--- config.mk ---
export PLATFORM = sky130hd
export DESIGN_NAME = pc_unit
export DESIGN_NICKNAME = d
export VERILOG_FILES = /design/src/rtl/pc_unit.sv
export SDC_FILE = /design/constraint.sdc
export NUM_CORES = 1
export LEC_CHECK = 0
export BUFFER_PORTS_ARGS = -buffer_cell sky130_fd_sc_hd__buf_2
export CAP_MARGIN = 30
export CORE_ASPECT_RATIO = 0.5
export CORE_MARGIN = 3
export CORE_UTILIZATION = 55
export DETAILED_ROUTE_END_ITERATION = 10
export PLACE_DENSITY = 0.87
export SLEW_MARGIN = 5
export SYNTH_ARGS = -nofsm -noshare
export SYNTH_HDL_FRONTEND = slang
export SYNTH_SLANG_ARGS = --single-unit
--- constraint.sdc ---
create_clock -name clk -period 4.8 [get_ports clk]
set_input_delay 0.24 -clock clk [delete_from_list [all_inputs] [get_ports clk]]
set_output_delay 0.24 -clock clk [all_outputs]
set_load 0.1 [all_outputs]
--- src/rtl/pc_unit.sv ---
`default_nettype none
// ============================================================================
// pc_unit : fetch-stage program counter with stall-buffered redirect and AdEL
// Revision: 1.0
// ============================================================================
module pc_unit #(
    parameter int unsigned      WIDTH    = 32,
    parameter logic [WIDTH-1:0] RESET_PC = WIDTH'(32'h0000_3000),
    parameter logic [WIDTH-1:0] EXC_PC   = WIDTH'(32'h0000_4180),
    parameter logic [WIDTH-1:0] IM_BASE  = WIDTH'(32'h0000_3000),
    parameter int unsigned      IM_WORDS = 4096
) (
    input  logic             clk,
    input  logic             reset,
    input  logic             stall_i,
    input  logic             br_valid_i,
    input  logic [WIDTH-1:0] br_target_i,
    input  logic             exc_req_i,
    input  logic             eret_req_i,
    input  logic [WIDTH-1:0] epc_i,
    output logic [WIDTH-1:0] pc_o,
    output logic [WIDTH-1:0] pc_plus4_o,
    output logic             adel_o,
    output logic             redir_pend_o
);

    // Legal fetch window bounds, one bit wider so the top cannot overflow.
    localparam logic [WIDTH:0] c_IM_LO = {1'b0, IM_BASE};
    localparam logic [WIDTH:0] c_IM_HI = c_IM_LO + ((WIDTH+1)'(IM_WORDS) << 2);

    logic [WIDTH-1:0] pc_q = RESET_PC;
    logic [WIDTH-1:0] pc_d;
    logic             pend_valid_q = 1'b0;
    logic             pend_valid_d;
    logic [WIDTH-1:0] pend_target_q;
    logic [WIDTH-1:0] pend_target_d;

    logic [WIDTH-1:0] w_pc_plus4;
    logic             w_misaligned;
    logic             w_below;
    logic             w_above;

    assign w_pc_plus4 = pc_q + WIDTH'(4);

    always_comb begin
        pc_d          = pc_q;
        pend_valid_d  = pend_valid_q;
        pend_target_d = pend_target_q;
        if (exc_req_i) begin
            pc_d         = EXC_PC;
            pend_valid_d = 1'b0;
        end else if (eret_req_i) begin
            pc_d         = epc_i;
            pend_valid_d = 1'b0;
        end else if (stall_i) begin
            // Hold fetch; remember only the newest redirect seen while stalled.
            if (br_valid_i) begin
                pend_valid_d  = 1'b1;
                pend_target_d = br_target_i;
            end
        end else if (br_valid_i) begin
            pc_d         = br_target_i;
            pend_valid_d = 1'b0;
        end else if (pend_valid_q) begin
            pc_d         = pend_target_q;
            pend_valid_d = 1'b0;
        end else begin
            pc_d = w_pc_plus4;
        end
    end

    always_ff @(posedge clk) begin
        if (reset) begin
            pc_q          <= RESET_PC;
            pend_valid_q  <= 1'b0;
            pend_target_q <= '0;
        end else begin
            pc_q          <= pc_d;
            pend_valid_q  <= pend_valid_d;
            pend_target_q <= pend_target_d;
        end
    end

    // Misaligned or out-of-window targets are loaded as-is and flagged here.
    assign w_misaligned = |pc_q[1:0];
    assign w_below      = ({1'b0, pc_q} < c_IM_LO);
    assign w_above      = ({1'b0, pc_q} >= c_IM_HI);

    assign pc_o         = pc_q;
    assign pc_plus4_o   = w_pc_plus4;
    assign adel_o       = w_misaligned | w_below | w_above;
    assign redir_pend_o = pend_valid_q;

endmodule
`default_nettype wire

# Word level (Yosys, flattened, before mapping)

Index checks and enable logic that the tools add are counted.

Mux-type cells: 5
Bitwise gates (word level): 5
Order comparisons: 2
Equal/unequal tests: 2
Reductions and logical operators: 4
Add/sub/neg operators: 1

Operators by type and width:

| kind                                                         | number |
|---|---|
| two-way mux 32 bit                                           | 4 |
| adder 32 x 3 -> 32 bit, second input constant                | 1 |
| >= comparator 32 x 15 -> 1 bit, second input constant        | 1 |
| less-than comparator 32 x 14 -> 1 bit, second input constant | 1 |
| two-way mux 15 bit                                           | 1 |
| AND reduction 4 bit                                          | 1 |
| OR reduction 2 bit                                           | 2 |
| OR reduction 4 bit                                           | 1 |
| != test 3 x 1 -> 1 bit, second input constant                | 1 |
| inverter 1 bit                                               | 3 |
| != test 2 x 1 -> 1 bit, second input constant                | 1 |
| bitwise OR 1 bit                                             | 2 |

Output and inout bits: 66
Bits of input ports: 70
Bits in registers: 65

# Logic depth before layout (Yosys ltp)

Word-level depth: 6
Depth in mapped cells: 8
Depth with buffers taken out: 6

# Least setup slack after synthesis

Ideal clock, no wire load.

Path kind: register to register
Start point: register pc_q[3] (netlist: pc_o[3])
End point: register pc_q[30] (netlist: pc_o[30])
Setup time: 0.067 ns
Path buffers: 1
Setup slack: 0.691 ns
Data required time: 4.733 ns
Cell stages (with the launch flop): 8
Arrival: 4.042 ns
Cell sequence: dfxtp_1 -> ha_1 -> nand4_1 -> or3_1 -> buf_2 -> nor3_1 -> xor2_1 -> a32o_1

Longest elaborated chain between the ends: 5

Ends and longest elaborated chain:

| what                     | line | text |
|---|---|---|
| from (decl)              | 31   | `logic [WIDTH-1:0] pc_q = RESET_PC;` |
| from (signal assigned)   | 78   | `pc_q <= pc_d;` |
| adder 32 x 3 -> 32 bit   | 43   | `assign w_pc_plus4 = pc_q + WIDTH'(4);` |
| named net pc_plus4_o[30] | 22   | `output logic [WIDTH-1:0] pc_plus4_o,` |
| two-way mux 32 bit       | 64   | `end else if (pend_valid_q) begin` |
| two-way mux 32 bit       | 61   | `end else if (br_valid_i) begin` |
| two-way mux 32 bit       | 55   | `end else if (stall_i) begin` |
| two-way mux 32 bit       | 52   | `end else if (eret_req_i) begin` |

The timed path passes the listed nets, and every way through them passes these cells. The select of a mux whose other input is x is not followed.
A chain may end at the register's enable or synchronous reset.

# Worst setup path after layout

Start point: register pc_q[3] (netlist: pc_o[3])
End point: output pc_plus4_o[30]

Longest elaborated chain between the ends: 1

Ends and longest elaborated chain:

| what                   | line |
|---|---|
| adder 32 x 3 -> 32 bit | 43 |
| to (decl)              | 22 |

No other way between the ends.

==> summary.md <==
| Metric | Value |
|---|---|
| H-tree Lvls | 3 |
| Hold endpoint | pc_o[4] |
| Met2 wire len | a little under 6000 microns |
| Switching share of power | 35.9% |
| Clock buffer depth | 2 |
| Drt initial violations | around 650 |
| Crit-path max FO | 9 |
| Post-synthesis sequential area ratio | 32.9% |
| Most used flip-flop cell after synthesis | dfxtp_1 |
| YS warnings | 0 |
| Max-cap violations | 0 |
| Nets | 709 |
| Critical path buffers and inverters | 1 |
| Final hold viol count | 0 |
| Post-Synthesis Cells | 530 |
| Clk pin slew, worst setup/hold paths | 50 ps |
| Min-Delay Path Depth | 3 |
| Area grow syn2layout | 24.6% |
| Post-synth ARST share | 0% |
| I/O Buffers | roughly 140 |
| Die height | 65.9 microns |
| ANT cells | 0 |
| Flops & latches, synth | between 60 and 70 |
| Clock power frac | between 30 and 40% |
| F_max | about 0.32 GHz |
| Flop pwr share | between 30% and 40% |
| R2R Path Start | redir_pend_o |
| Crit path DAT | 2870 ps |
| # IOs | between 100 and 150 |
| Cts hold-fix bufs | 0 |
| TritonCTS clock tree | yes |
| Endpoints failing setup | 0 |
| Max layer used | met4 |
| Placeable Area | between 6000 and 7000 sq um |
| Metal3 WL | 1840 microns |
| Crit path kind | reg -> out |
| WHS | around 130 ps |
| Routability cong. | between 0.9 and 1 |
| Largest family of logic cells by synthesized area | simple AND/OR/NAND/NOR gates |
| TritonCTS Buffers | 9 |
| Drt wl/cell | around 19 microns |
| Pre-Repair DR Iteration Count | 7 |
| Power density over cell area | around 350 nW/um^2 |
| Post-Synthesis Cell Area | approximately 4000 sq um |
| RSZ-0062 raised after global routing | no |
| Slew margin rel. | 31.6% |
| Share of cells above drive strength 1 | roughly a quarter |
| GRT overflow | 0 |
| Starting Density | between 50% and 60% |
| Comb power frac | 25.9% |
| Crit-path max cell delay | 600 ps |
| Worst VDD drop | 0.208 mV |
| Layout Skew | 4.98 ps |
| First-pass GRT wire length | roughly 21,000 microns |
| Post-Route WL | ~14,000 microns |
| Rows | 21 |
| Pint | ~1.1 mW |
| Xor/xnor share of the synthesized area | between 5 and 6% |
| Initial antenna violation count | 0 |
| Clock Sinks | 65 |
| Hold path start | epc_i[4] |
| EDFF count, synth | 0 |
| Netlist cell types | 54 |
| Synthesized Nets | 602 |
| Synthesized-area fraction occupied by adder cells | less than 1% |
| Reg2Reg Setup Slack | around 2500 ps |
| Min-Delay Path Class | in -> reg |
| Post-route ant nets | 0 |
| Delay-heaviest family, CP | simple AND/OR/NAND/NOR gates |
| Syn Area/Cell | 7.46 sq um |
| Met1 wire length | 5400 microns |
| Simple-Gate Fraction of Synth Area | about 28% |
| Drt via density | roughly 6.4 |
| Largest net degree at the start of global routing | 47 |
| Clk root buf | clkbuf_16 |
| Post-cts repair resize count | 0 |
| Most frequent cells in the layout | buf_2, nand2_1, dfxtp_1, a21oi_1, nor2_1 |
| Final Max Tran Viols | 0 |
| Kind of end point of the critical path | output port |
| Compound-Gate Fraction of Synth Area | 26.2% |
| Tcrit/Tclk final | 64.8% |
| Slowest CP cell | or3_1 |
| GRT Total Usage | 31.7% |
| Reg2Reg Depth | 6 |
| Commonest non-fill, non-tap cell in the layout | buf_2 |
| Post-CTS setup buffers | 0 |
| Setup TNS | 0 ps |
| Status | complete, no violations |
| Mux contribution to synthesized area | 1.55% |
| Vias in the first global route | a little over 4,000 |
| Die Wd | 126 microns |
| DR vias | 4,709 |
| CP startpoint kind | flip-flop |
| Pleak | about 2.1 nW |
| Crit path time final | between 3000 and 4000 ps |
| Die area | between 8000 and 9000 sq um |
| Worst-Margin Slew | just over 1000 ps |
| DRC viols | 0 |
| Worst Path Required | 4560 ps |
| Cell Chain, Critical Path | ha_1 > nand4_1 > or3_1 > nor3_1 > xor2_1 > buf_2 |
| Worst skew pair latency | approximately 340 ps |
| Switching power of the nets | ~620 uW |
| Post-DP HPWL | between 9000 and 10,000 microns |
cell families after synthesis:
kind of cell             count (synthesis)
XOR/XNOR                                23
adder cells (fa/ha/maj)                  2
flip-flops                              65
AO/OA/AOI/OAI                          155
multiplexers                             6
buffers and inverters                   58
AND/OR/NAND/NOR                        221
cells in the mapped netlist (2+ instances only):
| library cell | instances | area, sq um |
|---|---|---|
| nand4_1 | 9 | 56.3 |
| or2_2 | 5 | 31.3 |
| nand3_1 | 15 | 75.1 |
| nor4_1 | 11 | 68.8 |
| buf_2 | 3 | 15.0 |
| nand2_1 | 98 | 368 |
| a32o_1 | 3 | 30.0 |
| nor3_1 | 15 | 75.1 |
| dfxtp_1 | 65 | 1300 |
| nor2_1 | 27 | 101 |
| a31oi_1 | 7 | 43.8 |
| a221o_1 | 6 | 60.1 |
| and3_1 | 3 | 18.8 |
| o22ai_1 | 4 | 25.0 |
| nor2b_1 | 7 | 43.8 |
| a2bb2oi_1 | 4 | 35.0 |
| clkbuf_1 | 35 | 131 |
| or4_1 | 2 | 15.0 |
| a22o_1 | 2 | 17.5 |
| o211ai_1 | 6 | 45.0 |
| xor2_1 | 9 | 78.8 |
| xnor2_1 | 14 | 123 |
| mux2i_1 | 5 | 50.1 |
| or2_1 | 2 | 12.5 |
| o21ai_0 | 23 | 115 |
| or3_1 | 4 | 25.0 |
| a22oi_1 | 10 | 75.1 |
| o31a_1 | 2 | 17.5 |
| a221oi_1 | 13 | 114 |
| ha_1 | 2 | 25.0 |
| and4_1 | 9 | 78.8 |
| inv_1 | 13 | 48.8 |
| a21oi_1 | 51 | 255 |
| nand2b_1 | 8 | 50.1 |
| o2bb2ai_1 | 2 | 17.5 |
| o221ai_1 | 7 | 61.3 |
| buf_4 | 2 | 15.0 |
| o31ai_1 | 5 | 37.5 |
| buf_1 | 4 | 15.0 |
| o21a_1 | 3 | 22.5 |
| o211a_1 | 2 | 20.0 |
power by group through the flow:
| stage | registers, mW | logic (mW) | clock network (mW) |
|---|---|---|---|
| 2_1_floorplan | 0.700 | 0.243 | 0 |
| 3_3_place_gp | 0.602 | 0.436 | 0 |
| 3_5_place_dp | 0.604 | 0.439 | 0 |
| 4_1_cts | 0.593 | 0.441 | 0.683 |
| 5_1_grt | 0.597 | 0.464 | 0.710 |
| 6_report | 0.595 | 0.445 | 0.678 |
area by class of cell:
type | count | area [sq um]
Fill cell | 589 | 1910
Timing Repair Buffer | 140 | 721
Sequential cell | 65 | 1300
Tap cell | 92 | 115
Inverter | 14 | 52.6
Multi-Input combinational cell | 407 | 2430
Clock inverter | 2 | 35.0
Clock buffer | 14 | 274
worst max path at each step:
stage                  from              to  slack [ps]  depth (start not counted)
floorplan           pc_o[3]        pc_o[30]         690                          7
global placement    pc_o[3]  pc_plus4_o[30]        2240                          6
detailed placement  pc_o[3]  pc_plus4_o[30]        2190                          6
CTS                 pc_o[3]  pc_plus4_o[30]        1760                          6
global route        pc_o[3]  pc_plus4_o[30]        1630                          6
finish              pc_o[3]  pc_plus4_o[30]        1690                          6
worst min-delay path, stage by stage:
cell and delay, ps:
buf_2 80, a31oi_1 60, o21ai_0 60
metal layers:
layer / up-vias / GRT usage [%]
met5: - / 0
met1: 2140 / 41.2
li1: 2148 / -
met3: 60 / 11.5
met4: 0 / 11.6
met2: 361 / 48.9
stage by stage:
| stage | util (%) | cell area, sq um | instances | worst slack [ps] | power (mW) |
|---|---|---|---|---|---|
| 2_1_floorplan | - | 3950 | 530 | 691 | 0.943 |
| 3_3_place_gp | 67.3 | 4600 | 717 | 2240 | 1.04 |
| 3_5_place_dp | 67.6 | 4620 | 718 | 2190 | 1.04 |
| 4_1_cts | 72.1 | 4920 | 734 | 1760 | 1.72 |
| 5_1_grt | 72.1 | 4920 | 734 | 1630 | 1.77 |
| 6_report | 72.1 | 4920 | 734 | 1690 | 1.72 |
state kept, by name, summed over array words and instances (netlist names), named ones only:
signal         cells
pc_o              30
pend_target_q     32
redir_pend_o       1
No activity file was read; power rests on OpenSTA's default activity.
